<file path="src/rtl/dcache_pkg.sv">
// Shared geometry, state encoding and line/word helpers for the direct-mapped data cache.
package dcache_pkg;

    localparam int unsigned LINES   = 8;
    localparam int unsigned WORDS   = 4;
    localparam int unsigned TAG_W   = 25;
    localparam int unsigned WORD_W  = 32;
    localparam int unsigned LINE_W  = WORDS * WORD_W;
    localparam int unsigned OFF_W   = 2;
    localparam int unsigned IDX_W   = 3;
    localparam int unsigned OFF_LSB = 0;
    localparam int unsigned IDX_LSB = 2;
    localparam int unsigned TAG_LSB = 5;

    typedef enum logic [1:0] {
        IDLE      = 2'd0,
        WRITEBACK = 2'd1,
        ALLOCATE  = 2'd2
    } state_e;

    function automatic logic [WORD_W-1:0] get_word(input logic [LINE_W-1:0] line,
                                                   input logic [OFF_W-1:0]  off);
        return line[{off, 5'd0} +: WORD_W];
    endfunction

    function automatic logic [LINE_W-1:0] put_word(input logic [LINE_W-1:0] line,
                                                   input logic [OFF_W-1:0]  off,
                                                   input logic [WORD_W-1:0] word);
        logic [LINE_W-1:0] merged;
        merged = line;
        merged[{off, 5'd0} +: WORD_W] = word;
        return merged;
    endfunction

endpackage

</file>
<file path="src/rtl/dcache_array.sv">
// Tag/valid/dirty/data storage: combinational read of one index, one whole-entry write per cycle.
module dcache_array
    import dcache_pkg::*;
(
    input  logic              clk,
    input  logic              rst,
    input  logic [IDX_W-1:0]  idx_i,
    input  logic              we_i,
    input  logic [TAG_W-1:0]  tag_i,
    input  logic [LINE_W-1:0] line_i,
    input  logic              dirty_i,
    output logic              valid_o,
    output logic              dirty_o,
    output logic [TAG_W-1:0]  tag_o,
    output logic [LINE_W-1:0] line_o
);

    logic [LINES-1:0]  valid_q;
    logic [LINES-1:0]  dirty_q;
    logic [TAG_W-1:0]  tag_q  [LINES];
    logic [LINE_W-1:0] data_q [LINES];

    // Status bits: reset clears every line, a write always leaves the entry valid.
    always_ff @(posedge clk) begin
        if (rst) begin
            valid_q <= {LINES{1'b0}};
            dirty_q <= {LINES{1'b0}};
        end else if (we_i) begin
            valid_q[idx_i] <= 1'b1;
            dirty_q[idx_i] <= dirty_i;
        end else begin
            valid_q <= valid_q;
            dirty_q <= dirty_q;
        end
    end

    // Tag and data payload carry no reset; an invalid line is never consumed.
    always_ff @(posedge clk) begin
        if (we_i && !rst) begin
            tag_q[idx_i]  <= tag_i;
            data_q[idx_i] <= line_i;
        end
    end

    assign valid_o = valid_q[idx_i];
    assign dirty_o = dirty_q[idx_i];
    assign tag_o   = tag_q[idx_i];
    assign line_o  = data_q[idx_i];

endmodule

</file>
<file path="src/rtl/dcache_ctrl.sv">
// Write-back, write-allocate direct-mapped data cache controller (IDLE/WRITEBACK/ALLOCATE FSM).
module dcache_ctrl
    import dcache_pkg::*;
(
    input  logic          clk,
    input  logic          rst,
    input  logic          proc_read,
    input  logic          proc_write,
    input  logic [29:0]   proc_addr,
    input  logic [31:0]   proc_wdata,
    output logic [31:0]   proc_rdata,
    output logic          proc_stall,
    output logic          mem_read,
    output logic          mem_write,
    output logic [27:0]   mem_addr,
    output logic [127:0]  mem_wdata,
    input  logic [127:0]  mem_rdata,
    input  logic          mem_ready
);

    state_e state_q, state_d;

    logic [OFF_W-1:0]  off_s;
    logic [IDX_W-1:0]  idx_s;
    logic [TAG_W-1:0]  tag_s;
    logic              req_s;
    logic              hit_s;
    logic              stall_s;
    logic              rd_valid_s;
    logic              rd_dirty_s;
    logic [TAG_W-1:0]  rd_tag_s;
    logic [LINE_W-1:0] rd_line_s;
    logic              arr_we_s;
    logic [LINE_W-1:0] arr_line_s;
    logic              arr_dirty_s;

    assign off_s = proc_addr[OFF_LSB +: OFF_W];
    assign idx_s = proc_addr[IDX_LSB +: IDX_W];
    assign tag_s = proc_addr[TAG_LSB +: TAG_W];
    assign req_s = proc_read | proc_write;
    assign hit_s = (state_q == IDLE) && req_s && rd_valid_s && (rd_tag_s == tag_s);

    dcache_array u_array (
        .clk     (clk),
        .rst     (rst),
        .idx_i   (idx_s),
        .we_i    (arr_we_s),
        .tag_i   (tag_s),
        .line_i  (arr_line_s),
        .dirty_i (arr_dirty_s),
        .valid_o (rd_valid_s),
        .dirty_o (rd_dirty_s),
        .tag_o   (rd_tag_s),
        .line_o  (rd_line_s)
    );

    // State register; reset wins even in the middle of a memory transfer.
    always_ff @(posedge clk) begin
        if (rst) begin
            state_q <= IDLE;
        end else begin
            state_q <= state_d;
        end
    end

    // Next state, memory request and array write control.
    always_comb begin
        state_d     = state_q;
        stall_s     = 1'b0;
        proc_rdata  = 32'd0;
        mem_read    = 1'b0;
        mem_write   = 1'b0;
        mem_addr    = 28'd0;
        mem_wdata   = 128'd0;
        arr_we_s    = 1'b0;
        arr_line_s  = rd_line_s;
        arr_dirty_s = 1'b0;
        case (state_q)
            IDLE: begin
                if (hit_s) begin
                    // A simultaneous read and write is serviced as a write.
                    if (proc_write) begin
                        arr_we_s    = 1'b1;
                        arr_line_s  = put_word(rd_line_s, off_s, proc_wdata);
                        arr_dirty_s = 1'b1;
                    end else begin
                        proc_rdata = get_word(rd_line_s, off_s);
                    end
                end else if (req_s) begin
                    stall_s = 1'b1;
                    state_d = (rd_valid_s && rd_dirty_s) ? WRITEBACK : ALLOCATE;
                end else begin
                    state_d = IDLE;
                end
            end
            WRITEBACK: begin
                stall_s   = 1'b1;
                mem_write = 1'b1;
                mem_addr  = {rd_tag_s, idx_s};
                mem_wdata = rd_line_s;
                if (mem_ready) begin
                    state_d = ALLOCATE;
                end else begin
                    state_d = WRITEBACK;
                end
            end
            ALLOCATE: begin
                stall_s  = 1'b1;
                mem_read = 1'b1;
                mem_addr = proc_addr[29:2];
                if (mem_ready) begin
                    arr_we_s   = 1'b1;
                    arr_line_s = mem_rdata;
                    state_d    = IDLE;
                end else begin
                    state_d = ALLOCATE;
                end
            end
            default: begin
                state_d = IDLE;
            end
        endcase
    end

    // With reset held and nothing requested the processor must see no stall.
    assign proc_stall = stall_s & (req_s | ~rst);

endmodule

</file>
<file path="config.mk">
export PLATFORM = sky130hd
export DESIGN_NAME = dcache_ctrl
export DESIGN_NICKNAME = d
export VERILOG_FILES = /design/src/rtl/dcache_pkg.sv /design/src/rtl/dcache_array.sv /design/src/rtl/dcache_ctrl.sv
export SDC_FILE = /design/constraint.sdc
export NUM_CORES = 2
export LEC_CHECK = 0
export ABC_AREA = 1
export CAP_MARGIN = 0
export CORE_UTILIZATION = 40
export CTS_CLUSTER_SIZE = 28
export DETAILED_ROUTE_END_ITERATION = 6
export GPL_TIMING_DRIVEN = 0
export PLACE_DENSITY_LB_ADDON = 0.1
export SYNTH_ARGS = -nofsm -noshare
export SYNTH_HDL_FRONTEND = slang
export SYNTH_SLANG_ARGS = --single-unit
</file>
<file path="constraint.sdc">
create_clock -name clk -period 11.4 [get_ports clk]
set_input_delay 1.14 -clock clk [delete_from_list [all_inputs] [get_ports clk]]
set_output_delay 1.14 -clock clk [all_outputs]
set_load 0.03 [all_outputs]
</file>
==> impl.org <==
** Outcome
- The flow ran to the end, but the final reports show violations.
- The checks that failed: max-capacitance violations, max-slew violations.

** Layout
- The final layout contains 6938 nets.
- In the layout the commonest cells are 1895 x sky130_fd_sc_hd__nand2_1, 1224 x sky130_fd_sc_hd__edfxtp_1, 477 x sky130_fd_sc_hd__o21ai_0, 456 x sky130_fd_sc_hd__inv_1, 442 x sky130_fd_sc_hd__nor2_1.
- Growth of design area from synthesis to finish :: 19.8%
- Cells with a size suffix above 1 make up roughly 6% of the layout.
- Leaving out fill and tap cells, the most frequent cell in the layout is sky130_fd_sc_hd__nand2_1.
- Cells fill between 40% and 50% of the core in the end.
- Fill cells in the final layout number between 10000 and 15000.
- After routing the design area is between 70000 and 80000 um^2.
- Summing all multi-input logic gate instances after layout gives approximately 18000 um^2.
- Storage cell area :: between 30000 and 40000 um^2
- Leaving out filler cells and counting taps, the final layout contains between 8000 and 9000.

** CTS
- CTS H-Tree Depth :: 4
- Buffers inserted to repair hold after CTS numbered 0.
- Clock latency on the worst-skew pair, taken at its later pin, is around 820 ps.
- TritonCTS clock tree :: built
- In this run, post-CTS repair resized a total of 0 instances.
- Deepest clock path buffer count :: 3
- Clock Pin Slew Worst Setup and Hold Paths :: about 60 ps
- Clock tree root buffer cell :: sky130_fd_sc_hd__clkbuf_16
- Post-CTS timing repair inserted 0 buffers for setup.
- CTS Sinks :: ~1200
- Number of clock buffers inserted by TritonCTS :: 132

** Floorplan
- The initialized floorplan defines 140 standard-cell rows.
- The floorplan step defined a die boundary enclosing roughly 150000 um^2.
- Effective utilization at floorplan :: approximately 40%
- just under 400 I/O pins were placed.
- The region available for standard cell placement spans roughly 150000 um^2.
- The die is approximately 390 um wide.
- Die boundary height :: around 390 um

** Drt
- The detailed router placed 52900 vias in this run.
- The routed design uses ~130000 um of met2 wire.
- For this run, design rule violations remaining after detail routing come to 0.
- Routed wl met3 :: around 38000 um
- Summed over all layers, the routed wires come to approximately 320000 um.
- Before antenna repair, the detailed router went through 6 iterations.
- In the routed layout, each cell is associated on average with a via count of about 6.0.
- Per-cell routed wire length :: 36.4 um
- Detailed router's first-iteration violation count :: 8752
- In the final routing, the length of wire on met1 measures between 100000 and 150000 um.
- Signal routing reaches up to met4.
- The detail route stage leaves a number of antenna-violating nets equal to 0.

** Setup path
- Start-to-end type of the worst setup path :: input port to flop
- Capturing instance or port of the critical path :: u_array.data_q[0][88]
- Kind of launch point of the worst setup path :: input port
- Max incr delay on CP :: approximately 1200 ps
- The largest individual stage delay along the critical path comes from the cell sky130_fd_sc_hd__clkbuf_1.
- Cell count of the worst reg-to-reg path :: 8
- Worst-path maximum fanout :: 12
- Crit-path cells :: clkdlybuf4s50_1 > clkbuf_1 > inv_1 > clkbuf_1 > clkbuf_1 > clkbuf_1 > ha_1 > clkbuf_1 > buf_1 > inv_1 > nand3_1 > nand2_1 > o21ai_0 > nand2_1 > o21ai_0 > nand3_1 > nand3_1 > nand2_1
- In this run the critical register-to-register path is captured at u_array.data_q[6][79].
- Endpoint kind of the worst setup timing path :: flop
- In this design, the critical path's most frequently occurring cell is sky130_fd_sc_hd__clkbuf_1.
- Worst endpoint data arrival time :: 9630 ps
- Critical path launch point :: proc_addr[0]
- The setup check on the worst reg-to-reg path leaves a slack of around 6500 ps.
- Reg2Reg Launch Point :: state_q[0]
- Data on the critical path is required at its endpoint by ~12000 ps.

** Place
- Count of buffers inserted at the top-level ports :: roughly 380
- Timing analysis after detailed placement gives a worst setup slack of between 2000 and 2500 ps.
- Hpwl dp :: 238000 um
- Cells after DPL :: 8516
- The congestion estimate from routability-driven global placement came to about 1.1.
- Area of placed instances :: roughly 67000 um^2

** Timing
- Total negative slack for setup checks :: 0 ps
- In this run the tightest slew margin relative to its limit is -6.00%.
- Post-Route Skew :: around 53 ps
- Count of endpoints failing hold in the final timing report :: 0
- Max-slew violation count :: 91
- Of the available clock period, the critical path in the final layout requires about four fifths.
- Derived from the worst setup path, the maximum achievable clock frequency is between 100 and 150 MHz.
- Final Critical Period :: 9250 ps
- Worst slew pin tran :: around 1600 ps
- PnR worst setup slack :: approximately 2200 ps
- Setup violations remaining at the end of the flow were counted as 0.
- RSZ-0062 raised after global routing :: false

** Worst hold path
- Kind of path behind the tightest hold check :: flop to flop

** Logic synthesis
- Sequential fraction of the synthesis area :: between 60% and 70%
- Post-synth net total :: roughly 6400
- In this run the mean area of a mapped cell was approximately 9.6 um^2.
- The largest total area in the synthesized netlist belongs to sky130_fd_sc_hd__edfxtp_1.
- Synth Register Bits :: between 1000 and 1500
- Top cell type's share of synthesized area :: about 62%
- Total standard cell area after synthesis :: 59100 um^2
- By area the synthesized netlist is led by sky130_fd_sc_hd__edfxtp_1 62%, sky130_fd_sc_hd__nand2_1 12%, sky130_fd_sc_hd__o21ai_0 4.0%.
- Synth warn :: 0
- Synthesis produced a netlist whose cell count is roughly 6200.
- Synthesis instantiated 40 different standard cells from the library.

** Global route
- After global routing the overflow that remains totals 0.
- Entering global routing, the biggest net connects 29 pins.
- Global routing usage summed across all routing layers :: between 40% and 50%
- The first global-routing pass estimated around 420000 um of wire.
- The number of global-route vias before repair is 47600.
- Initial antenna violation count :: 19

** Power
- Max VDD drop :: between 0.0001 and 0.00015 V
- For this design the static power due to leakage is between 20 and 30 nW.
- Power per standard cell area :: 155 nW/um^2

** Flow run
- Across the run, the number of max-cap violations was 8.
## per-layer routing
| metal | vias up | global-route usage (%) |
|---|---|---|
| met3 | 641 | 11.2 |
| met2 | 3789 | 60.4 |
| met1 | 26100 | 57.9 |
| met5 | - | 0 |
| li1 | 22300 | - |
| met4 | 0 | 20.8 |
## Yosys cell counts
cell	count
sky130_fd_sc_hd__dfxtp_1	18
sky130_fd_sc_hd__o2111a_1	3
sky130_fd_sc_hd__a22o_1	4
sky130_fd_sc_hd__and3_1	19
sky130_fd_sc_hd__buf_1	54
sky130_fd_sc_hd__clkinv_1	1
sky130_fd_sc_hd__or2_1	16
sky130_fd_sc_hd__nand3_1	395
sky130_fd_sc_hd__a21oi_1	272
sky130_fd_sc_hd__nand2_4	1
sky130_fd_sc_hd__buf_4	24
sky130_fd_sc_hd__o41ai_1	10
sky130_fd_sc_hd__nand2_1	1895
sky130_fd_sc_hd__nand3_2	1
sky130_fd_sc_hd__inv_1	456
sky130_fd_sc_hd__inv_2	13
sky130_fd_sc_hd__clkbuf_1	241
sky130_fd_sc_hd__ha_1	9
sky130_fd_sc_hd__or2_0	1
sky130_fd_sc_hd__and2_0	1
sky130_fd_sc_hd__or2_2	3
sky130_fd_sc_hd__buf_6	13
sky130_fd_sc_hd__nand3b_1	2
sky130_fd_sc_hd__nor2_2	6
sky130_fd_sc_hd__a22oi_1	21
sky130_fd_sc_hd__o21ai_0	477
sky130_fd_sc_hd__o21bai_1	4
sky130_fd_sc_hd__and2_1	1
sky130_fd_sc_hd__a221oi_1	132
sky130_fd_sc_hd__nand2_2	2
sky130_fd_sc_hd__inv_4	2
sky130_fd_sc_hd__nor2_1	450
sky130_fd_sc_hd__buf_2	84
sky130_fd_sc_hd__nor3_1	136
sky130_fd_sc_hd__nor2_4	2
sky130_fd_sc_hd__o21ai_1	20
sky130_fd_sc_hd__nand4_1	4
sky130_fd_sc_hd__edfxtp_1	1224
sky130_fd_sc_hd__o211ai_1	19
sky130_fd_sc_hd__a211oi_1	123
## cells by family (layout without fill, tap and decap cells)
group	count (synthesis)	in the layout	synth area share, %
AND/OR/NAND/NOR	2935	2935	20.0
flip-flops	1242	1242	62.8
AO/OA/AOI/OAI	1085	1085	10.8
buffers and inverters	888	1561	6.14
adder cells (fa/ha/maj)	9	9	0.190
other	0	18	0
## power by group
part	leakage, nW	switching, mW	internal (mW)
clock	1.99	1.88	2.25
combinational	13.6	1.32	0.320
sequential	11.2	0.00704	5.18
## worst max-delay path, delay by kind of cell
family | cells | cell delay, ps
buffers and inverters | 9 | 6500
AOI/OAI and AO/OA | 2 | 260
adders and majority gates | 1 | 390
and+or+nand+nor | 6 | 1250
## per-stage QoR
stage / power [mW] / hold WS (ps)
6_report: 11.0 / 471
3_5_place_dp: 6.84 / 449
2_1_floorplan: 5.97 / 428
4_1_cts: 10.9 / 466
5_1_grt: 11.2 / 490
3_3_place_gp: 6.83 / 441
## worst min path at each step
stage	start	end	slack [ps]	depth (start not counted)
final	u_array.valid_q[5]	u_array.valid_q[5]	470	2
after floorplan	u_array.valid_q[1]	u_array.valid_q[1]	430	2
after global routing	u_array.valid_q[6]	u_array.valid_q[6]	490	2
after CTS	u_array.valid_q[7]	u_array.valid_q[7]	470	2
after detailed placement	u_array.valid_q[7]	u_array.valid_q[7]	450	2
after global placement	u_array.valid_q[1]	u_array.valid_q[1]	440	2
## sequential cells by signal, summed over array words and instances, names as in the netlist
signal / count
u_array.data_q: 1024
u_array.tag_q: 200
u_array.dirty_q: 8
u_array.valid_q: 8
state_q: 2
## final cells by class
| type | instances | share of cell area (%) |
|---|---|---|
| clock buffer | 166 | 4.90 |
| tap | 1917 | 3.39 |
| inverter | 472 | 2.51 |
| clock inverter | 66 | 0.911 |
| sequential | 1242 | 52.4 |
| antenna | 18 | 0.0636 |
| multi-input combinational | 4029 | 26.0 |
| timing repair buffer | 441 | 7.18 |
| buffer | 416 | 2.65 |
Power figures use the tool's default switching activity.
